===== src/rtl/seg7_pkg.sv =====
// seg7_pkg: shared constants for the seven-segment display peripheral.
// Holds the digit count, the all-dark segment pattern, the default bus
// address and the hex-to-segment lookup table (active-low {dp,g,f,e,d,c,b,a}).
package seg7_pkg;

   localparam int          NUM_DIGITS      = 8;
   localparam logic [7:0]  SEG_BLANK       = 8'hFF;
   localparam logic [11:0] SEGADDR_DEFAULT = 12'h000;

   // Entry k lives at bits [8*k +: 8]; decimal point is always off (bit 7 high).
   localparam logic [16*8-1:0] SEG_TABLE = {
      8'h8E, 8'h86, 8'hA1, 8'hC6,   // F E d C
      8'h83, 8'h88, 8'h90, 8'h80,   // b A 9 8
      8'hF8, 8'h82, 8'h92, 8'h99,   // 7 6 5 4
      8'hB0, 8'hA4, 8'hF9, 8'hC0    // 3 2 1 0
   };

endpackage


===== src/rtl/seg7_hex_decoder.sv =====
// seg7_hex_decoder: combinational hex nibble to active-low segment pattern,
// taken straight from the package lookup table.
module seg7_hex_decoder
   import seg7_pkg::*;
(
   input  logic [3:0] hex,
   output logic [7:0] seg
);

   assign seg = SEG_TABLE[{hex, 3'b000} +: 8];

endmodule


===== src/rtl/seg7_display.sv =====
// seg7_display: write-only bus peripheral driving an 8-digit common-anode
// seven-segment display. A store to SEGADDR latches a 32-bit value that is
// shown as 8 hex digits, scanned one digit per SCAN_CYCLES clocks.
// Optional build macro: SEG7_LEADING_ZERO_BLANK_EN blanks digits above the
// most significant non-zero nibble (digit 0 is never blanked).
module seg7_display
   import seg7_pkg::*;
#(
   parameter logic [11:0] SEGADDR     = SEGADDR_DEFAULT,
   parameter int          SCAN_CYCLES = 100000
) (
   input  logic        clk,
   input  logic        rst_n,
   input  logic        wr_ena,
   input  logic [11:0] dv_addr,
   input  logic [31:0] data_fromcpu,
   output logic [7:0]  led_en,
   output logic [7:0]  led_seg
);

   localparam int CNT_W = (SCAN_CYCLES > 1) ? $clog2(SCAN_CYCLES) : 1;
   localparam logic [CNT_W-1:0] CNT_LAST = CNT_W'(SCAN_CYCLES - 1);

   logic [31:0]      data_reg;
   logic [CNT_W-1:0] scan_cnt;
   logic [2:0]       idx;
   logic [3:0]       nibble_p0;
   logic [7:0]       dec_p0;
   logic [7:0]       seg_p0;
   logic             blank_p0;

   // Latch CPU stores addressed to this block; the last write in a burst wins.
   always_ff @(posedge clk) begin
      if (!rst_n)
         data_reg <= '0;
      else if (wr_ena && dv_addr == SEGADDR)
         data_reg <= data_fromcpu;
   end

   // Free-running scan timer; advances the digit index on terminal count.
   always_ff @(posedge clk) begin
      if (!rst_n) begin
         scan_cnt <= '0;
         idx      <= '0;
      end else if (scan_cnt == CNT_LAST) begin
         scan_cnt <= '0;
         idx      <= idx + 3'd1;
      end else begin
         scan_cnt <= scan_cnt + 1'b1;
      end
   end

   // ---- stage p0: select and decode the nibble for the current digit ----
   assign nibble_p0 = data_reg[{idx, 2'b00} +: 4];

   seg7_hex_decoder u_dec (
      .hex (nibble_p0),
      .seg (dec_p0)
   );

`ifdef SEG7_LEADING_ZERO_BLANK_EN
   logic [2:0] msd_p0;

   // Find the most significant non-zero nibble; all-zero data leaves digit 0.
   always_comb begin
      msd_p0 = 3'd0;
      for (int i = 1; i < NUM_DIGITS; i++) begin
         if (data_reg[4*i +: 4] != 4'h0)
            msd_p0 = 3'(i);
      end
   end

   assign blank_p0 = (idx > msd_p0);
`else
   assign blank_p0 = 1'b0;
`endif

   assign seg_p0 = blank_p0 ? SEG_BLANK : dec_p0;

   // ---- stage p1: registered digit enable and segment outputs ----
   // Register the active-low digit enable and segment pattern for the pre-edge digit.
   always_ff @(posedge clk) begin
      if (!rst_n) begin
         led_en  <= 8'hFF;
         led_seg <= SEG_BLANK;
      end else begin
         led_en  <= ~(8'b0000_0001 << idx);
         led_seg <= seg_p0;
      end
   end

endmodule


===== config.mk =====
export PLATFORM = sky130hd
export DESIGN_NAME = seg7_display
export DESIGN_NICKNAME = d
export VERILOG_FILES = /design/src/rtl/seg7_pkg.sv /design/src/rtl/seg7_hex_decoder.sv /design/src/rtl/seg7_display.sv
export SDC_FILE = /design/constraint.sdc
export NUM_CORES = 1
export LEC_CHECK = 0
export BUFFER_PORTS_ARGS = -buffer_cell sky130_fd_sc_hd__buf_2
export CAP_MARGIN = 10
export CELL_PAD_IN_SITES_DETAIL_PLACEMENT = 1
export CELL_PAD_IN_SITES_GLOBAL_PLACEMENT = 2
export CORE_UTILIZATION = 34
export CTS_CLUSTER_SIZE = 40
export DETAILED_ROUTE_END_ITERATION = 10
export PLACE_DENSITY = 0.87
export SYNTH_ARGS = -nofsm -noshare
export SYNTH_HDL_FRONTEND = slang
export SYNTH_SLANG_ARGS = --single-unit

===== constraint.sdc =====
create_clock -name clk -period 3.1 [get_ports clk]
set_input_delay 0.31 -clock clk [delete_from_list [all_inputs] [get_ports clk]]
set_output_delay 0.31 -clock clk [all_outputs]
set_load 0.01 [all_outputs]

==> summary.md, run 1 <==
| Metric | Value |
|---|---|
| Peak Freq | `0.3718 GHz` |
| Sequential area share after synthesis | `0.4365` |
| Post-layout utilization of the core | `0.4227` |
| Fraction of final layout cells with drive strength greater than 1 | `0.2486` |
| TritonRoute pass-1 iters | `4` |
| Net switching component of the power | `0.3662 mW` |
| Cell area after technology mapping | `0.003073 mm²` |
| Worst reg2reg startpoint | `idx[0]$_SDFFE_PN0N_` |
| Cell accounting for the most synthesized area | `dfxtp_1` |
| Cell count after synthesis | `300` |
| Worst slew slack as a fraction of its limit | `0.5674` |
| Critical Path Source | `idx[0]$_SDFFE_PN0N_` |
| Overall overflow remaining after global route | `0` |
| # setup viols final | `0` |
| Ranking of synthesized cells by area | `dfxtp_1, mux2i_1, nor2b_1` |
| Initial antenna violation count | `0` |
| Post-synthesis cell type count | `41` |
| Longest individual stage delay on the worst path | `520 ps` |
| CP Class | `flop to flop` |
| Worst Tran Pin Value | `648.9 ps` |
| Leakage dissipation | `1.692 nW` |
| Final max-slew violation count | `0` |
| CTS Sinks | `67` |
| Flops & latches, synth | `67` |
| Critical Path Start Type | `flop` |
| Floorplan row count | `34` |
| Power per cell area | `479.6 mW/mm²` |
| Die boundary width | `97.07 µm` |
| Share of power burned in combinational logic | `0.039` |
| Critical Path Fanout Max | `8` |
| Clk root buf | `clkbuf_8` |
| Via Count | `2303` |
| Min cycle time layout | `2689 ps` |
| Number of gates resized after cts | `0` |
| RePlAce Congestion | `0.7742` |
| Launch instance of the worst min-delay path | `data_fromcpu[9]` |
| Flip-flop count of the largest register, all copies and words added | `32` |
| Largest net degree at the start of global routing | `33` |
| Count of H-tree levels built during CTS | `3` |
| I/O Pins | `63` |
| Number of cells on the worst hold path | `3` |
| Sum of negative setup slack | `0 ps` |
| Fillcell total | `994` |
| Cell Int Power | `1.402 mW` |
| NumNets Final | `421` |
| Placed wire-length estimate | `5078 µm` |
| Syn_nets | `360` |
| Avg WL per Cell | `14.21 µm` |
| Worst hold path type | `input pin to flop` |
| Number of DRC markers after the initial detailed-route iteration | `93` |
| Share of synthesized flip-flops with an asynchronous set or reset | `0` |
| Critical Path End Type | `flop` |
| Synthesized area per cell | `10.24 µm²` |
| Diodes inserted | `0` |
| Number of enable-type register cells in the synthesized netlist | `0` |
| Data required time of the worst path | `3300 ps` |
| Signal arrival time at the worst endpoint | `2890 ps` |
| Result of the run | `finished clean` |
| Cts hold-fix bufs | `0` |
| CP max stage cell | `mux4_2` |
| GRT Util Overall | `0.1575` |
| Clock insertion delay at the later pin of the skew report | `350 ps` |
| CTS tree | `done` |
| Clock tree buffer depth | `2` |
| Worst hold margin | `209.5 ps` |
| Post-DR vias/cell | `4.859` |
| Clock network power share | `0.468` |
| Post-Route WL | `6737 µm` |
| CP cell instances | `buf_4 -> mux4_2 -> mux2i_1 -> inv_1 -> ha_1 -> inv_1 -> nor2_1 -> a21oi_1 -> o221ai_1` |
| Synth Flop Type | `dfxtp_1` |
| Cell count after placement | `458` |
| Global-route wire length before repair | `11680 µm` |
| Signed area change from the synthesized netlist to the final layout | `19.95%` |
| Number of buffers created by CTS | `9` |
| Number of warnings reported in the yosys synthesis log | `0` |
| Fin Clk Skew | `10.99 ps` |
| Most used cell along the critical path | `inv_1` |
| DR DRC count | `0` |
| Maxcap violations | `0` |
| Clock slew at reported path FFs | `80 ps` |
| Remaining antenna violation count after routing | `0` |
| Total die area | `0.009423 mm²` |
| Share of Yosys cell area claimed by the top area cell type | `0.4365` |
| RSZ-0062 raised after global routing | `no` |
| Via count of the first global-routing pass | `2377` |
| Post CTS Setup Buffer Count | `0` |
| Count of input and output buffers | `61` |
| Maximum vdd ir drop | `0.0001938 V` |
| Final cell count without fillers | `474` |
| Final Hold Viols | `0` |
| Period utilisation layout | `0.8675` |
| Reg power frac | `0.494` |
| Die Y | `97.07 µm` |
| Worst reg2reg path depth | `9` |
| Net Sw Frac | `0.2071` |
| Initial Util | `0.3524` |
| Overall power consumption | `1.768 mW` |
| Standard cell core area | `0.008721 mm²` |
power groups by stage:
stage | combinational, mW | sequential [mW] | clock (mW)
after floorplan | 0.0295 | 0.895 | 0
after global placement | 0.0688 | 0.893 | 0
after detailed placement | 0.0695 | 0.893 | 0
after CTS | 0.0699 | 0.873 | 0.851
after global routing | 0.0778 | 0.874 | 0.895
final | 0.0684 | 0.873 | 0.827
stage by stage:
stage / setup WS (ps) / area, µm²
global route: 193.3 / 3686
CTS: 396.4 / 3686
finish: 410.6 / 3686
detailed placement: 405.4 / 3458
floorplan: 864.2 / 3073
global placement: 608.0 / 3458
cells in the mapped netlist (all sizes together), types with 4 or more instances:
| cell type | instances |
|---|---|
| nor3 | 5 |
| xor2 | 9 |
| buf | 9 |
| nand3 | 10 |
| ha | 13 |
| nor2 | 23 |
| dfxtp | 67 |
| nand2 | 21 |
| nor2b | 35 |
| nand4 | 4 |
| xnor2 | 7 |
| mux2i | 39 |
| mux4 | 6 |
| o21ai | 5 |
| inv | 8 |
| clkbuf | 5 |
worst paths after layout:
check                                           endpoint  slack, ps
worst max-delay path               led_seg[5]$_SDFF_PN1_        410
worst min-delay path            data_reg[9]$_SDFFE_PN0P_        210
worst max register to register     led_seg[5]$_SDFF_PN1_        410
worst min register to register    scan_cnt[0]$_SDFF_PP0_        480
kinds of logic after synthesis:
kind of cell / count (synthesis) / share of synthesized area
xor+xnor: 16 / 0.04560
flops: 67 / 0.4365
compound gates: 21 / 0.05090
other cells: 1 / 0.001220
mux: 48 / 0.1844
fa+ha+maj: 13 / 0.05293
simple gates: 112 / 0.1934
buf+inv: 22 / 0.03502
layout make-up:
type | instances | area [µm²] | area share
clock buffers | 12 | 155.1 | 0.04209
multi-input cells | 211 | 1624 | 0.4406
flip-flops and latches | 67 | 1341 | 0.3639
repair buffers | 64 | 327.8 | 0.08893
inverters | 8 | 30.03 | 0.008147
clock inverters | 4 | 72.57 | 0.01969
well taps | 108 | 135.1 | 0.03666
worst max-delay path, delay by kind of cell, from the launching register on:
family / cells / cell delay (ps)
fa+ha+maj: 1 / 220
compound gates: 2 / 250
simple gates: 1 / 70
flops: 1 / 500
buf+inv: 3 / 500
mux: 2 / 1010
routing by layer:
metal  global-route usage  up-vias  wire length, µm
met5                    0        -                0
met4              0.05855        0              102
met3              0.04388       10              273
met2               0.2492       34             3141
met1               0.2045     1109             3220
li1                     -     1150                -
cell usage in the layout, fill, tap and decap left out, types with 2 or more instances in the layout:
cell | synthesis | layout
and3_1 | 3 | 3
xor2_1 | 9 | 9
xnor2_1 | 7 | 7
nor4_1 | 2 | 2
o21ai_0 | 4 | 4
bufinv_16 | 0 | 2
inv_1 | 8 | 8
ha_1 | 13 | 13
mux2i_1 | 39 | 39
nor2b_1 | 35 | 35
nor2_1 | 23 | 23
mux2_2 | 2 | 2
nor3_1 | 5 | 5
buf_2 | 5 | 61
o221ai_1 | 3 | 3
a21oi_1 | 3 | 3
nand3_1 | 10 | 10
nand2b_1 | 3 | 3
o22a_1 | 2 | 2
nand4_1 | 4 | 4
dfxtp_1 | 67 | 67
o211ai_1 | 2 | 2
buf_4 | 3 | 3
clkbuf_8 | 0 | 11
nor4b_1 | 2 | 2
mux4_2 | 5 | 5
nand2_1 | 21 | 21
Note: power is estimated with default switching activity, not from simulation.
==> run 2, diff against run 1 <==
Settings changed: CORE_UTILIZATION 34 to 37, PLACE_DENSITY 0.87 to 0.93.
Clock period 3.1 ns to 3.5 ns, I/O delays scaled along.
==> summary.md, run 2 (synthesis results as in run 1) <==
| Metric | Value |
|---|---|
| Result of the run | `finished clean` |
| Avg WL per Cell | `14.58 µm` |
| Critical Path End Type | `flop` |
| Worst hold margin | `267.4 ps` |
| Data required time of the worst path | `3680 ps` |
| Final Hold Viols | `0` |
| RePlAce Congestion | `0.7540` |
| Initial Util | `0.3896` |
| I/O Pins | `63` |
| Peak Freq | `0.3570 GHz` |
| Leading cell type in the layout, fill and taps excluded | `dfxtp_1` |
| Signed area change from the synthesized netlist to the final layout | `18.04%` |
| Longest individual stage delay on the worst path | `750 ps` |
| Cts hold-fix bufs | `0` |
| CTS tree | `done` |
| GRT Util Overall | `0.1764` |
| Worst Tran Pin Value | `747.2 ps` |
| Overall overflow remaining after global route | `0` |
| Period utilisation layout | `0.8004` |
| Diodes inserted | `0` |
| RSZ-0062 raised after global routing | `no` |
| Global-route wire length before repair | `11790 µm` |
| Clock slew at reported path FFs | `80 ps` |
| Floorplan row count | `32` |
| Standard cell core area | `0.007888 mm²` |
| Initial antenna violation count | `0` |
| Flip-flop count of the largest register, all copies and words added | `32` |
| Post-DR vias/cell | `4.893` |
| Die Y | `93.14 µm` |
| Final max-slew violation count | `0` |
| Post CTS Setup Buffer Count | `0` |
| Critical Path Fanout Max | `13` |
| Maximum vdd ir drop | `0.0001636 V` |
| Fin Clk Skew | `12.41 ps` |
| NumNets Final | `419` |
| CP max stage cell | `dfxtp_1` |
| Count of H-tree levels built during CTS | `3` |
| Maxcap violations | `0` |
| Worst hold path type | `input pin to flop` |
| Post-Route WL | `6793 µm` |
| Number of DRC markers after the initial detailed-route iteration | `86` |
| Min cycle time layout | `2801 ps` |
| # setup viols final | `0` |
| Critical Path Start Type | `flop` |
| Remaining antenna violation count after routing | `0` |
| CTS Sinks | `67` |
| Leakage dissipation | `1.669 nW` |
| Number of buffers created by CTS | `9` |
| Most used cell along the critical path | `inv_1` |
| Via count of the first global-routing pass | `2373` |
| Worst slew slack as a fraction of its limit | `0.5018` |
| Fraction of final layout cells with drive strength greater than 1 | `0.2418` |
| Largest net degree at the start of global routing | `51` |
| Count of input and output buffers | `61` |
| Number of gates resized after cts | `0` |
| Power per cell area | `400.7 mW/mm²` |
| Clock insertion delay at the later pin of the skew report | `340 ps` |
| CP cell instances | `mux4_2 -> mux2i_1 -> inv_1 -> ha_1 -> inv_1 -> nor2_1 -> a21oi_1 -> o211ai_1` |
| Placed wire-length estimate | `4972 µm` |
| Via Count | `2280` |
| Clock tree buffer depth | `2` |
| DR DRC count | `0` |
| Clk root buf | `clkbuf_8` |
| Total die area | `0.008674 mm²` |
| Die boundary width | `93.14 µm` |
| Signal arrival time at the worst endpoint | `2980 ps` |
| Most frequent cells in the layout | `dfxtp_1, buf_2, mux2i_1` |
| CP Class | `flop to flop` |
| Sum of negative setup slack | `0 ps` |
| TritonRoute pass-1 iters | `4` |
[run 2: final cells by class]
type                    count  area, µm²
well taps                 102      127.6
repair buffers             62      312.8
clock inverters             1      5.005
fillers                   922       4260
multi-input cells         211       1624
flip-flops and latches     67       1341
inverters                   8      30.03
clock buffers              15      186.4
[run 2: worst paths after layout]
path | endpoint | slack [ps] | startpoint | depth (start not counted)
max reg2reg | led_seg[6]$_SDFF_PN1_ | 700 | idx[0]$_SDFFE_PN0N_ | 8
min reg2reg | scan_cnt[0]$_SDFF_PP0_ | 460 | scan_cnt[0]$_SDFF_PP0_ | 1
max | led_seg[6]$_SDFF_PN1_ | 700 | idx[0]$_SDFFE_PN0N_ | 8
min | data_reg[1]$_SDFFE_PN0P_ | 270 | data_fromcpu[1] | 3
[run 2: per-layer routing]
metal / GRT usage / share of wire / up-vias
met2: 0.2739 / 0.46 / 35
met4: 0.06282 / 0.016 / 0
met5: 0 / 0 / -
li1: - / - / 1149
met1: 0.2362 / 0.49 / 1087
met3: 0.04553 / 0.031 / 9
[run 2: critical path: cells and delay by family, from the launching register on]
family / cells / cell delay [ps]
AO/OA/AOI/OAI: 2 / 280
adder cells (fa/ha/maj): 1 / 210
buffers and inverters: 2 / 250
flip-flops: 1 / 750
multiplexers: 2 / 1070
AND/OR/NAND/NOR: 1 / 70
[run 2: power breakdown]
| part | total [mW] | internal [mW] | switching [mW] |
|---|---|---|---|
| combinational | 0.0599 | 0.0326 | 0.0273 |
| clock | 0.620 | 0.335 | 0.285 |
| sequential | 0.773 | 0.769 | 0.00394 |
| total | 1.45 | 1.14 | 0.316 |
[run 2: through the flow]
stage | power, mW | area (µm²) | setup WS, ps | std cells | util
detailed placement | 0.8518 | 3436 | 669.5 | 450 | 0.4356
finish | 1.453 | 3627 | 698.6 | 466 | 0.4599
floorplan | 0.8188 | 3073 | 1264 | 300 | -
CTS | 1.467 | 3627 | 650.9 | 466 | 0.4599
global route | 1.524 | 3627 | 411.5 | 466 | 0.4599
global placement | 0.8510 | 3436 | 857.9 | 450 | 0.4356
==> run 3, diff against run 2 <==
Settings changed: ABC_AREA from default to 1, CORE_UTILIZATION 37 to 28, PLACE_DENSITY 0.93 to 0.83.
Clock period 3.5 ns to 2.3 ns, I/O delays scaled along.
==> summary.md, run 3 <==
| Metric | Value |
|---|---|
| Critical Path Start Type | `flop` |
| Clock insertion delay at the later pin of the skew report | `320 ps` |
| Flip-flop count of the largest register, all copies and words added | `32` |
| Fraction of the mapped netlist area in adder cells | `0.04447` |
| Critical register-to-register path endpoint | `led_seg[3]$_SDFF_PN1_` |
| Standard cell core area | `0.01267 mm²` |
| Post CTS Setup Buffer Count | `0` |
| Signal arrival time at the worst endpoint | `2240 ps` |
| Overall overflow remaining after global route | `0` |
| Cell with the most instances after synthesis | `nand2_1` |
| Mux cell area share after synthesis | `0` |
| Count of input and output buffers | `61` |
| GRT Util Overall | `0.1414` |
| Sum of negative setup slack | `0 ps` |
| Number of cells on the worst hold path | `4` |
| CP Class | `flop to flop` |
| Data required time of the worst path | `2490 ps` |
| Fraction of final layout cells with drive strength greater than 1 | `0.2337` |
| Critical Path Source | `idx[0]$_SDFFE_PN0N_` |
| Period utilisation layout | `0.8935` |
| Min cycle time layout | `2055 ps` |
| Worst slew slack as a fraction of its limit | `0.6661` |
| DR DRC count | `0` |
| Share of synthesized cell area in and, or, nand and nor gates | `0.4376` |
| Share of Yosys cell area claimed by the top area cell type | `0.3667` |
| Post-DR vias/cell | `4.359` |
| Critical Path End Type | `flop` |
| Signed area change from the synthesized netlist to the final layout | `18.92%` |
| Compound-gate portion of the synthesized area | `0.02053` |
| Top cells by count, synth | `nand2_1, dfxtp_1, nor2_1` |
| Clk root buf | `clkbuf_16` |
| Placed wire-length estimate | `6683 µm` |
| Power per cell area | `615.7 mW/mm²` |
| Peak Freq | `0.4866 GHz` |
| TritonRoute pass-1 iters | `4` |
| Longest individual stage delay on the worst path | `630 ps` |
| CTS Sinks | `67` |
| Synthesized area per cell | `7.199 µm²` |
| Initial antenna violation count | `0` |
| Main combinational cell family by area after synthesis | `simple AND/OR/NAND/NOR gates` |
| Count of H-tree levels built during CTS | `3` |
| Setup slack, reg-to-reg | `240 ps` |
| Final max-slew violation count | `0` |
| Remaining antenna violation count after routing | `0` |
| Most frequent cells in the layout | `nand2_1, dfxtp_1, nor2_1` |
| Avg WL per Cell | `11.81 µm` |
| Number of enable-type register cells in the synthesized netlist | `0` |
| Syn_nets | `568` |
| Number of warnings reported in the yosys synthesis log | `0` |
| Flops & latches, synth | `67` |
| # setup viols final | `0` |
| RSZ-0062 raised after global routing | `no` |
| Fraction of synthesized cell area in xor and xnor cells | `0.01197` |
| Die Y | `116.3 µm` |
| Via count of the first global-routing pass | `3306` |
| Number of buffers created by CTS | `9` |
| Worst reg2reg startpoint | `idx[0]$_SDFFE_PN0N_` |
| Die boundary width | `116.3 µm` |
| Cell area after technology mapping | `0.003657 mm²` |
| Maxcap violations | `0` |
| Synth Flop Type | `dfxtp_1` |
| Via Count | `3230` |
| Cts hold-fix bufs | `0` |
| CP cell instances | `nand2_1 -> nand3_1 -> nand2_1 -> o21ai_2 -> inv_1 -> ha_1 -> nand3_1 -> nand2_1 -> nand2_1 -> nand3_1` |
| Capture point of the critical path | `led_seg[3]$_SDFF_PN1_` |
| NumNets Final | `625` |
| Ranking of synthesized cells by area | `dfxtp_1, nand2_1, nand3b_1` |
| Post-synthesis cell type count | `36` |
| Area of all placed cells without fillers | `0.004349 mm²` |
| Result of the run | `finished clean` |
| RePlAce Congestion | `0.8005` |
| Most used cell along the critical path | `nand2_1` |
| Fin Clk Skew | `5.574 ps` |
| Delay-heaviest family, CP | `simple AND/OR/NAND/NOR gates` |
| CP max stage cell | `dfxtp_1` |
| Cell count after synthesis | `508` |
| Placement-stage cell area | `0.004046 mm²` |
| Global-route wire length before repair | `14970 µm` |
| Final Hold Viols | `0` |
| Maximum vdd ir drop | `0.0002924 V` |
| Number of cells on the critical path | `10` |
| Worst reg2reg path depth | `10` |
| Initial Util | `0.2886` |
| Fillcell total | `1636` |
| CTS tree | `done` |
| Number of DRC markers after the initial detailed-route iteration | `102` |
| Leading cell type in the layout, fill and taps excluded | `nand2_1` |
| Largest net degree at the start of global routing | `33` |
| Sequential area share after synthesis | `0.3667` |
| Post-Route WL | `8748 µm` |
| Share of synthesized flip-flops with an asynchronous set or reset | `0` |
| Clock slew at reported path FFs | `50 ps` |
| Clock tree buffer depth | `2` |
| Cell accounting for the most synthesized area | `dfxtp_1` |
| Worst hold path type | `input pin to flop` |
| I/O Pins | `63` |
| Number of gates resized after cts | `0` |
| Floorplan row count | `41` |
| Diodes inserted | `0` |
| Total die area | `0.01352 mm²` |
| Worst Tran Pin Value | `500.2 ps` |
| Leakage dissipation | `1.864 nW` |
| Critical Path Fanout Max | `11` |
| Crit path buffers/inverters | `1` |
-- run 3: how the worst min path moves through the flow --
stage                           start                        end
2_1_floorplan  scan_cnt[0]$_SDFF_PP0_     scan_cnt[0]$_SDFF_PP0_
3_3_place_gp   scan_cnt[0]$_SDFF_PP0_     scan_cnt[0]$_SDFF_PP0_
3_5_place_dp   scan_cnt[0]$_SDFF_PP0_     scan_cnt[0]$_SDFF_PP0_
4_1_cts              data_fromcpu[17]  data_reg[17]$_SDFFE_PN0P_
5_1_grt               data_fromcpu[8]   data_reg[8]$_SDFFE_PN0P_
6_report             data_fromcpu[17]  data_reg[17]$_SDFFE_PN0P_
-- run 3: stage by stage --
| stage | worst slack (ps) | util | instances | hold WS [ps] | power, mW |
|---|---|---|---|---|---|
| floorplan | 647.9 | - | 508 | 417.5 | 1.269 |
| global placement | 406.7 | 0.3193 | 726 | 427.1 | 1.322 |
| detailed placement | 256.5 | 0.3193 | 726 | 451.5 | 1.327 |
| CTS | 241.2 | 0.3432 | 741 | 225.8 | 2.724 |
| global route | 44.76 | 0.3432 | 741 | 235.1 | 2.794 |
| finish | 245.0 | 0.3432 | 741 | 234.8 | 2.678 |
-- run 3: power breakdown --
group	switching (mW)	total (mW)	leakage, nW	internal, mW
registers	0.00444	1.18	0.543	1.17
clock network	0.491	1.38	0.144	0.889
logic	0.0642	0.121	1.18	0.0572
-- run 3: cells by family (layout without fill, tap and decap cells) --
family                   after synthesis  in the layout
XOR/XNOR                               5              5
adder cells (fa/ha/maj)               13             13
AND/OR/NAND/NOR                      324            324
other                                  1              1
AO/OA/AOI/OAI                         14             14
buffers and inverters                 84            145
flip-flops                            67             67
-- run 3: layout make-up --
class | count | area (µm²) | area share
multi-input combinational | 357 | 1892 | 0.4350
sequential | 67 | 1341 | 0.3084
timing repair buffer | 68 | 357.8 | 0.08228
clock buffer | 11 | 252.7 | 0.05811
inverter | 62 | 240.2 | 0.05524
tap | 172 | 215.2 | 0.04948
clock inverter | 4 | 50.05 | 0.01151
-- run 3: metal layers --
metal / share of wire / routed length (µm) / vias to the layer above / global-route usage
met5: 0 / 0 / - / 0
met4: 0.011 / 93 / 0 / 0.04701
met3: 0.041 / 356 / 5 / 0.03788
met2: 0.47 / 4147 / 56 / 0.2434
met1: 0.47 / 4150 / 1475 / 0.1700
li1: - / - / 1694 / -
-- run 3: worst register-to-register path: cells and delay by family (launching register included) --
| kind | cells | cell delay [ps] |
|---|---|---|
| simple gates | 7 | 630 |
| flops | 1 | 630 |
| compound gates | 1 | 270 |
| fa+ha+maj | 1 | 240 |
| buf+inv | 1 | 140 |
